`src/rtl/instr_encoder_loader.sv`:
```
`default_nettype none
// ============================================================================
// Module      : instr_encoder_loader
// Description : Accepts decoded RV32I instruction fields over a valid/ready
//               stream, packs each tuple into a 32-bit instruction word and
//               writes the words to consecutive instruction-memory locations.
//               Used to fill imem before the core leaves reset.
// Ports       : clk, reset (async, active-high)
//               start                      - begin a load session
//               in_valid/in_ready          - field tuple handshake
//               in_type/opcode/rd/rs1/rs2/funct3/funct7/imm/last - tuple
//               imem_we/imem_addr/imem_wdata - memory write port
//               busy/done/full/err/count   - session status
// Revision    : 1.0 - initial release
// ============================================================================
module instr_encoder_loader #(
    parameter int          ADDR_WIDTH = 6,
    parameter logic [31:0] BASE_ADDR  = 32'h0
) (
    input  logic                  clk,
    input  logic                  reset,
    input  logic                  start,
    input  logic                  in_valid,
    output logic                  in_ready,
    input  logic [2:0]            in_type,
    input  logic [6:0]            in_opcode,
    input  logic [4:0]            in_rd,
    input  logic [4:0]            in_rs1,
    input  logic [4:0]            in_rs2,
    input  logic [2:0]            in_funct3,
    input  logic [6:0]            in_funct7,
    input  logic [31:0]           in_imm,
    input  logic                  in_last,
    output logic                  imem_we,
    output logic [31:0]           imem_addr,
    output logic [31:0]           imem_wdata,
    output logic                  busy,
    output logic                  done,
    output logic                  full,
    output logic                  err,
    output logic [ADDR_WIDTH:0]   count
);

    localparam logic [2:0] c_st_idle  = 3'd0;
    localparam logic [2:0] c_st_load  = 3'd1;
    localparam logic [2:0] c_st_write = 3'd2;
    localparam logic [2:0] c_st_done  = 3'd3;
    localparam logic [2:0] c_st_error = 3'd4;

    localparam logic [ADDR_WIDTH:0] c_one   = {{ADDR_WIDTH{1'b0}}, 1'b1};
    localparam logic [ADDR_WIDTH:0] c_depth = {1'b1, {ADDR_WIDTH{1'b0}}};

    logic [2:0]          r_state;
    logic [ADDR_WIDTH:0] r_count;
    logic [31:0]         r_addr;
    logic [31:0]         r_wdata;
    logic                r_last;
    logic                r_full;
    logic                r_err;

    logic [31:0]         w_enc;
    logic                w_legal;
    logic                w_accept;
    logic [ADDR_WIDTH:0] w_count_next;

    // Field packing per instruction format.
    always_comb begin
        w_enc = 32'h0;
        case (in_type)
            3'd0: w_enc = {in_funct7, in_rs2, in_rs1, in_funct3, in_rd, in_opcode};
            3'd1: w_enc = {in_imm[11:0], in_rs1, in_funct3, in_rd, in_opcode};
            3'd2: w_enc = {in_imm[11:5], in_rs2, in_rs1, in_funct3, in_imm[4:0], in_opcode};
            3'd3: w_enc = {in_imm[12], in_imm[10:5], in_rs2, in_rs1, in_funct3,
                           in_imm[4:1], in_imm[11], in_opcode};
            3'd4: w_enc = {in_imm[31:12], in_rd, in_opcode};
            3'd5: w_enc = {in_imm[20], in_imm[10:1], in_imm[11], in_imm[19:12],
                           in_rd, in_opcode};
            default: w_enc = 32'h0;
        endcase
    end

    // Branch/jump offsets are halfword multiples, so an odd offset cannot be encoded.
    always_comb begin
        w_legal = (in_type <= 3'd5) && (in_opcode[1:0] == 2'b11);
        if (((in_type == 3'd3) || (in_type == 3'd5)) && in_imm[0]) begin
            w_legal = 1'b0;
        end
    end

    assign w_accept     = in_valid && (r_state == c_st_load);
    assign w_count_next = r_count + c_one;

    always_ff @(posedge clk or posedge reset) begin
        if (reset) begin
            r_state <= c_st_idle;
            r_count <= '0;
            r_addr  <= BASE_ADDR;
            r_wdata <= 32'h0;
            r_last  <= 1'b0;
            r_full  <= 1'b0;
            r_err   <= 1'b0;
        end else begin
            case (r_state)
                c_st_idle, c_st_done, c_st_error: begin
                    if (start) begin
                        r_state <= c_st_load;
                        r_count <= '0;
                        r_addr  <= BASE_ADDR;
                        r_full  <= 1'b0;
                        r_err   <= 1'b0;
                    end else if (r_state == c_st_done) begin
                        r_state <= c_st_idle;
                    end
                end
                c_st_load: begin
                    if (w_accept) begin
                        if (w_legal) begin
                            r_wdata <= w_enc;
                            r_last  <= in_last;
                            r_state <= c_st_write;
                        end else begin
                            r_err   <= 1'b1;
                            r_state <= c_st_error;
                        end
                    end
                end
                c_st_write: begin
                    // The write strobe is combinational on this state; here we
                    // advance past the word that was just written.
                    r_count <= w_count_next;
                    r_addr  <= r_addr + 32'd4;
                    if (r_last || (w_count_next == c_depth)) begin
                        r_full  <= ~r_last;
                        r_state <= c_st_done;
                    end else begin
                        r_state <= c_st_load;
                    end
                end
                default: r_state <= c_st_idle;
            endcase
        end
    end

    assign in_ready   = (r_state == c_st_load);
    assign imem_we    = (r_state == c_st_write);
    assign imem_addr  = r_addr;
    assign imem_wdata = r_wdata;
    assign busy       = (r_state == c_st_load) || (r_state == c_st_write);
    assign done       = (r_state == c_st_done);
    assign full       = r_full;
    assign err        = r_err;
    assign count      = r_count;

endmodule
`default_nettype wire
```
`config.mk`:
```
export PLATFORM = sky130hd
export DESIGN_NAME = instr_encoder_loader
export DESIGN_NICKNAME = d
export VERILOG_FILES = /design/src/rtl/instr_encoder_loader.sv
export SDC_FILE = /design/constraint.sdc
export NUM_CORES = 1
export LEC_CHECK = 0
export CAP_MARGIN = 20
export CORE_MARGIN = 5
export CORE_UTILIZATION = 45
export DETAILED_ROUTE_END_ITERATION = 8
export PLACE_DENSITY = 0.9
export SLEW_MARGIN = 15
export SYNTH_ARGS = -nofsm -noshare
export SYNTH_HDL_FRONTEND = slang
export SYNTH_SLANG_ARGS = --single-unit
export TNS_END_PERCENT = 20
```
`constraint.sdc`:
```
create_clock -name clk -period 5 [get_ports clk]
set_clock_uncertainty 0.1 [all_clocks]
set_input_delay 0.75 -clock clk [delete_from_list [all_inputs] [get_ports clk]]
set_output_delay 0.75 -clock clk [all_outputs]
set_load 0.005 [all_outputs]
```
==> key figures <==
Setup path
  – Worst r2r dst: imem_addr[30]$_DFFE_PP0P_
  – Critical-path maximum fanout: 22
  – Kind of start point of the critical path: flip-flop
  – Arrival time of the worst setup path: 2.32 ns
  – Critical path launch point: r_state[0]$_DFFE_PP0P_
  – Setup CP Type: reg -> out
  – Termination of the worst setup path: imem_we
  – Setup crit end kind: output pin
  – Source of the worst register-to-register timing path: r_state[0]$_DFFE_PP0P_
  – Worst setup slack for register-to-register paths: 2.69 ns
  – Data required time of the worst path: 4.15 ns
  – R2R cell count: 5

Die
  – Standard-cell rows: 34
  – Die Span Y: 104 um
  – Ports: 149
  – Die outline area: 0.0108 mm^2
  – Effective utilization at floorplan: 45.8%
  – Die extent in x: 104 um
  – Standard cell core area: 0.00868 mm^2

Pwr
  – Sw frac: 28.6%
  – Combinational Power Share: 31.3%
  – Total power: 2.06 mW
  – Net switching component of the power: 0.589 mW
  – Part of the power in the clock network: 27.5%
  – Worst ir drop on vdd: 0.181 mV
  – Lkg Pwr: 2.59 nW
  – Int Pwr: 1.47 mW
  – Cell area power density: 357 mW/mm^2
  – Share of power burned in registers: 41.3%

Timing
  – Setup ws final: 1.83 ns
  – Setup repair after global routing missed its margin: false
  – Final min period: 3.17 ns
  – Worst-Margin Slew: 0.909 ns
  – Upper clock frequency limit: 0.316 GHz
  – Setup TNS: 0 ns
  – Part of the cycle the worst path needs: 63.4%
  – Final hold violations: 0
  – Worst slew margin relative to its limit: 39.3%
  – Final-report max-slew violation count: 0
  – Number of setup violations in the final report: 0

Layout
  – Nets: 643
  – Area delta synth->final: 45.0%
  – Post-layout utilization of the core: 66.5%
  – Post-layout instance area: 0.00577 mm^2
  – Fraction of layout cells with a size suffix above 1: 6.10%
  – Count of inserted antenna diode cells: 0

Placed design
  – Dpl hpwl: 8740 um
  – Routability cong.: 0.851
  – Port-buffer cells: 146
  – Area after DPL: 0.00553 mm^2
  – Pre-CTS setup slack: 1.64 ns

Yosys
  – Avg Inst Size Synth: 9.15 um^2
  – Count of cell types in the netlist: 47
  – Proportion of netlist area held by the largest area contributor: 47.2%
  – Most used DFF post-synth: dfrtp_1
  – Fraction of the yosys area taken by sequential cells: 47.2%
  – Most common cell in the netlist: dfrtp_1
  – Largest area contributor in the synthesized netlist: dfrtp_1
  – Gate Count Post-Synth: 435
  – Post-synth ARST share: 100%
  – Count of flip-flops with a built-in enable after synthesis: 0
  – Top cells by instance count after synthesis: dfrtp_1, nand2_1, o21ai_0
  – Top cells by area, synth: dfrtp_1, mux2i_1, nand2_1
  – Synthesis warning total: 0
  – Post-synth design cell area: 0.00398 mm^2
  – Register bit total from synthesis: 75

Clock tree
  – Number of buffers added by the clock tree synthesis step: 9
  – Buffer count from post-CTS setup fixing: 0
  – Clock tree buffer depth: 2
  – Gates resized, CTS repair: 0
  – Clock input transition at the sequential cells of the worst setup and hold paths: 0.07 ns
  – Clock insertion delay at the later pin of the skew report: 0.34 ns
  – Total clock sinks: 75
  – H-Tree Level Count: 3
  – TritonCTS clock tree: yes
  – CTS root buf: clkbuf_8
  – CTS Hold Bufs: 0

Detailed routing
  – First-pass DRT Iterations: 4
  – Via count of the routed design: 3856
  – Wirelength, routed: 11600 um
  – Number of design-rule violations left by the first detailed-router iteration: 132
  – Routed vias/inst: 5.65
  – Number of nets still failing antenna checks after routing: 0
  – DRC viols: 0
  – Per-cell routed wire length: 17.1 um

Min path
  – Min-Delay Path Depth: 1
  – Class of the tightest hold or removal check: reg -> reg

Global route
  – Number of antenna violations at the first check in global routing: 0
  – Met3 track demand over resource in global routing: 7.39%
  – Maximum number of pins on one net before global-route repair: 45
  – Number of global-route vias before repair: 4043
  – Total Routing Usage GR: 21.6%
  – Fraction of met2 tracks used by global routing: 35.7%
  – Wire length of the first global-routing pass: 19500 um
  – GR peak layer: met2
  – Global route overflow: 0
  – Grt met1 use: 25.4%

Run
  – Max-cap check violation count: 0

Run status
  – Result of the run: complete, no violations
==> worst min path at each step <==
stage / startpoint / to / slack [ns]
after detailed placement: imem_wdata[1]$_DFFE_PP0P_ / imem_wdata[1]$_DFFE_PP0P_ / 0.37
after floorplan: r_last$_DFFE_PP0P_ / full$_DFFE_PP0P_ / 0.35
final: imem_wdata[0]$_DFFE_PP0P_ / imem_wdata[0]$_DFFE_PP0P_ / 0.38
after global routing: imem_wdata[0]$_DFFE_PP0P_ / imem_wdata[0]$_DFFE_PP0P_ / 0.40
after CTS: imem_wdata[0]$_DFFE_PP0P_ / imem_wdata[0]$_DFFE_PP0P_ / 0.39
after global placement: imem_wdata[1]$_DFFE_PP0P_ / imem_wdata[1]$_DFFE_PP0P_ / 0.36
==> metrics by stage <==
step | hold WS [ns] | cells
after global routing | 0.405 | 682
after floorplan | 0.348 | 436
after global placement | 0.356 | 665
after CTS | 0.390 | 682
final | 0.384 | 682
after detailed placement | 0.369 | 666
==> flip-flops by register name (all words and copies together), names as in the netlist <==
register    count
count           7
err             1
full            1
imem_addr      30
imem_wdata     32
r_last          1
r_state         3
==> routing by layer <==
layer  routed length (um)  vias to the layer above  share of wire [%]
li1                     -                     1819                  -
met1                 4650                     1832                 40
met2                 5650                      177                 49
met3                 1010                       28                8.7
met4                  317                        0                2.7
met5                    0                        -                  0
==> layout by cell type, fill, tap and decap left out, types with 3 or more instances in the layout <==
| master | Yosys | layout |
|---|---|---|
| a21oi_1 | 34 | 34 |
| a221oi_1 | 10 | 10 |
| a22oi_1 | 8 | 8 |
| and2_1 | 3 | 3 |
| and3_1 | 7 | 7 |
| and4_1 | 3 | 3 |
| buf_4 | 2 | 5 |
| bufinv_16 | 0 | 3 |
| clkbuf_8 | 0 | 10 |
| clkdlybuf4s50_1 | 0 | 146 |
| dfrtp_1 | 75 | 75 |
| inv_1 | 17 | 16 |
| mux2_2 | 6 | 6 |
| mux2i_1 | 34 | 34 |
| nand2_1 | 69 | 69 |
| nand3_1 | 13 | 13 |
| nand4_1 | 17 | 17 |
| nand4b_1 | 3 | 3 |
| nor2_1 | 14 | 14 |
| nor2b_1 | 14 | 14 |
| nor3_1 | 4 | 4 |
| o21ai_0 | 38 | 37 |
| or3_1 | 3 | 3 |
==> power by group through the flow <==
stage          Clock [mW]  Sequential, mW  Combinational [mW]
6_report            0.565           0.850               0.644
5_1_grt             0.606           0.869               0.710
4_1_cts             0.573           0.850               0.654
3_5_place_dp            0           0.856               0.652
3_3_place_gp            0           0.853               0.631
2_1_floorplan           0           0.846               0.220
==> cell type report <==
class	count	area, um^2
multi-input cells	314	1940
flip-flops and latches	75	1880
inverters	17	63.8
repair buffers	152	1510
well taps	108	135
clock inverters	5	100
clock buffers	11	141
fillers	697	2910
==> worst max-delay path: stages (launching register included) <==
cell and delay [ns]:
dfrtp_1 0.45, or3b_4 0.55, inv_1 0.39, clkdlybuf4s50_1 0.59
==> logic make-up (layout without fill, tap and decap cells) <==
kind of cell | count (synthesis) | count (layout) | share of synthesized area, %
xor+xnor | 4 | 4 | 0.881
compound gates | 105 | 105 | 15.7
fa+ha+maj | 2 | 2 | 0.629
buf+inv | 47 | 185 | 4.65
other cells | 1 | 2 | 0.0942
simple gates | 161 | 161 | 20.6
flops | 75 | 75 | 47.2
mux | 40 | 40 | 10.3
Note: power is estimated with default switching activity, not from simulation.
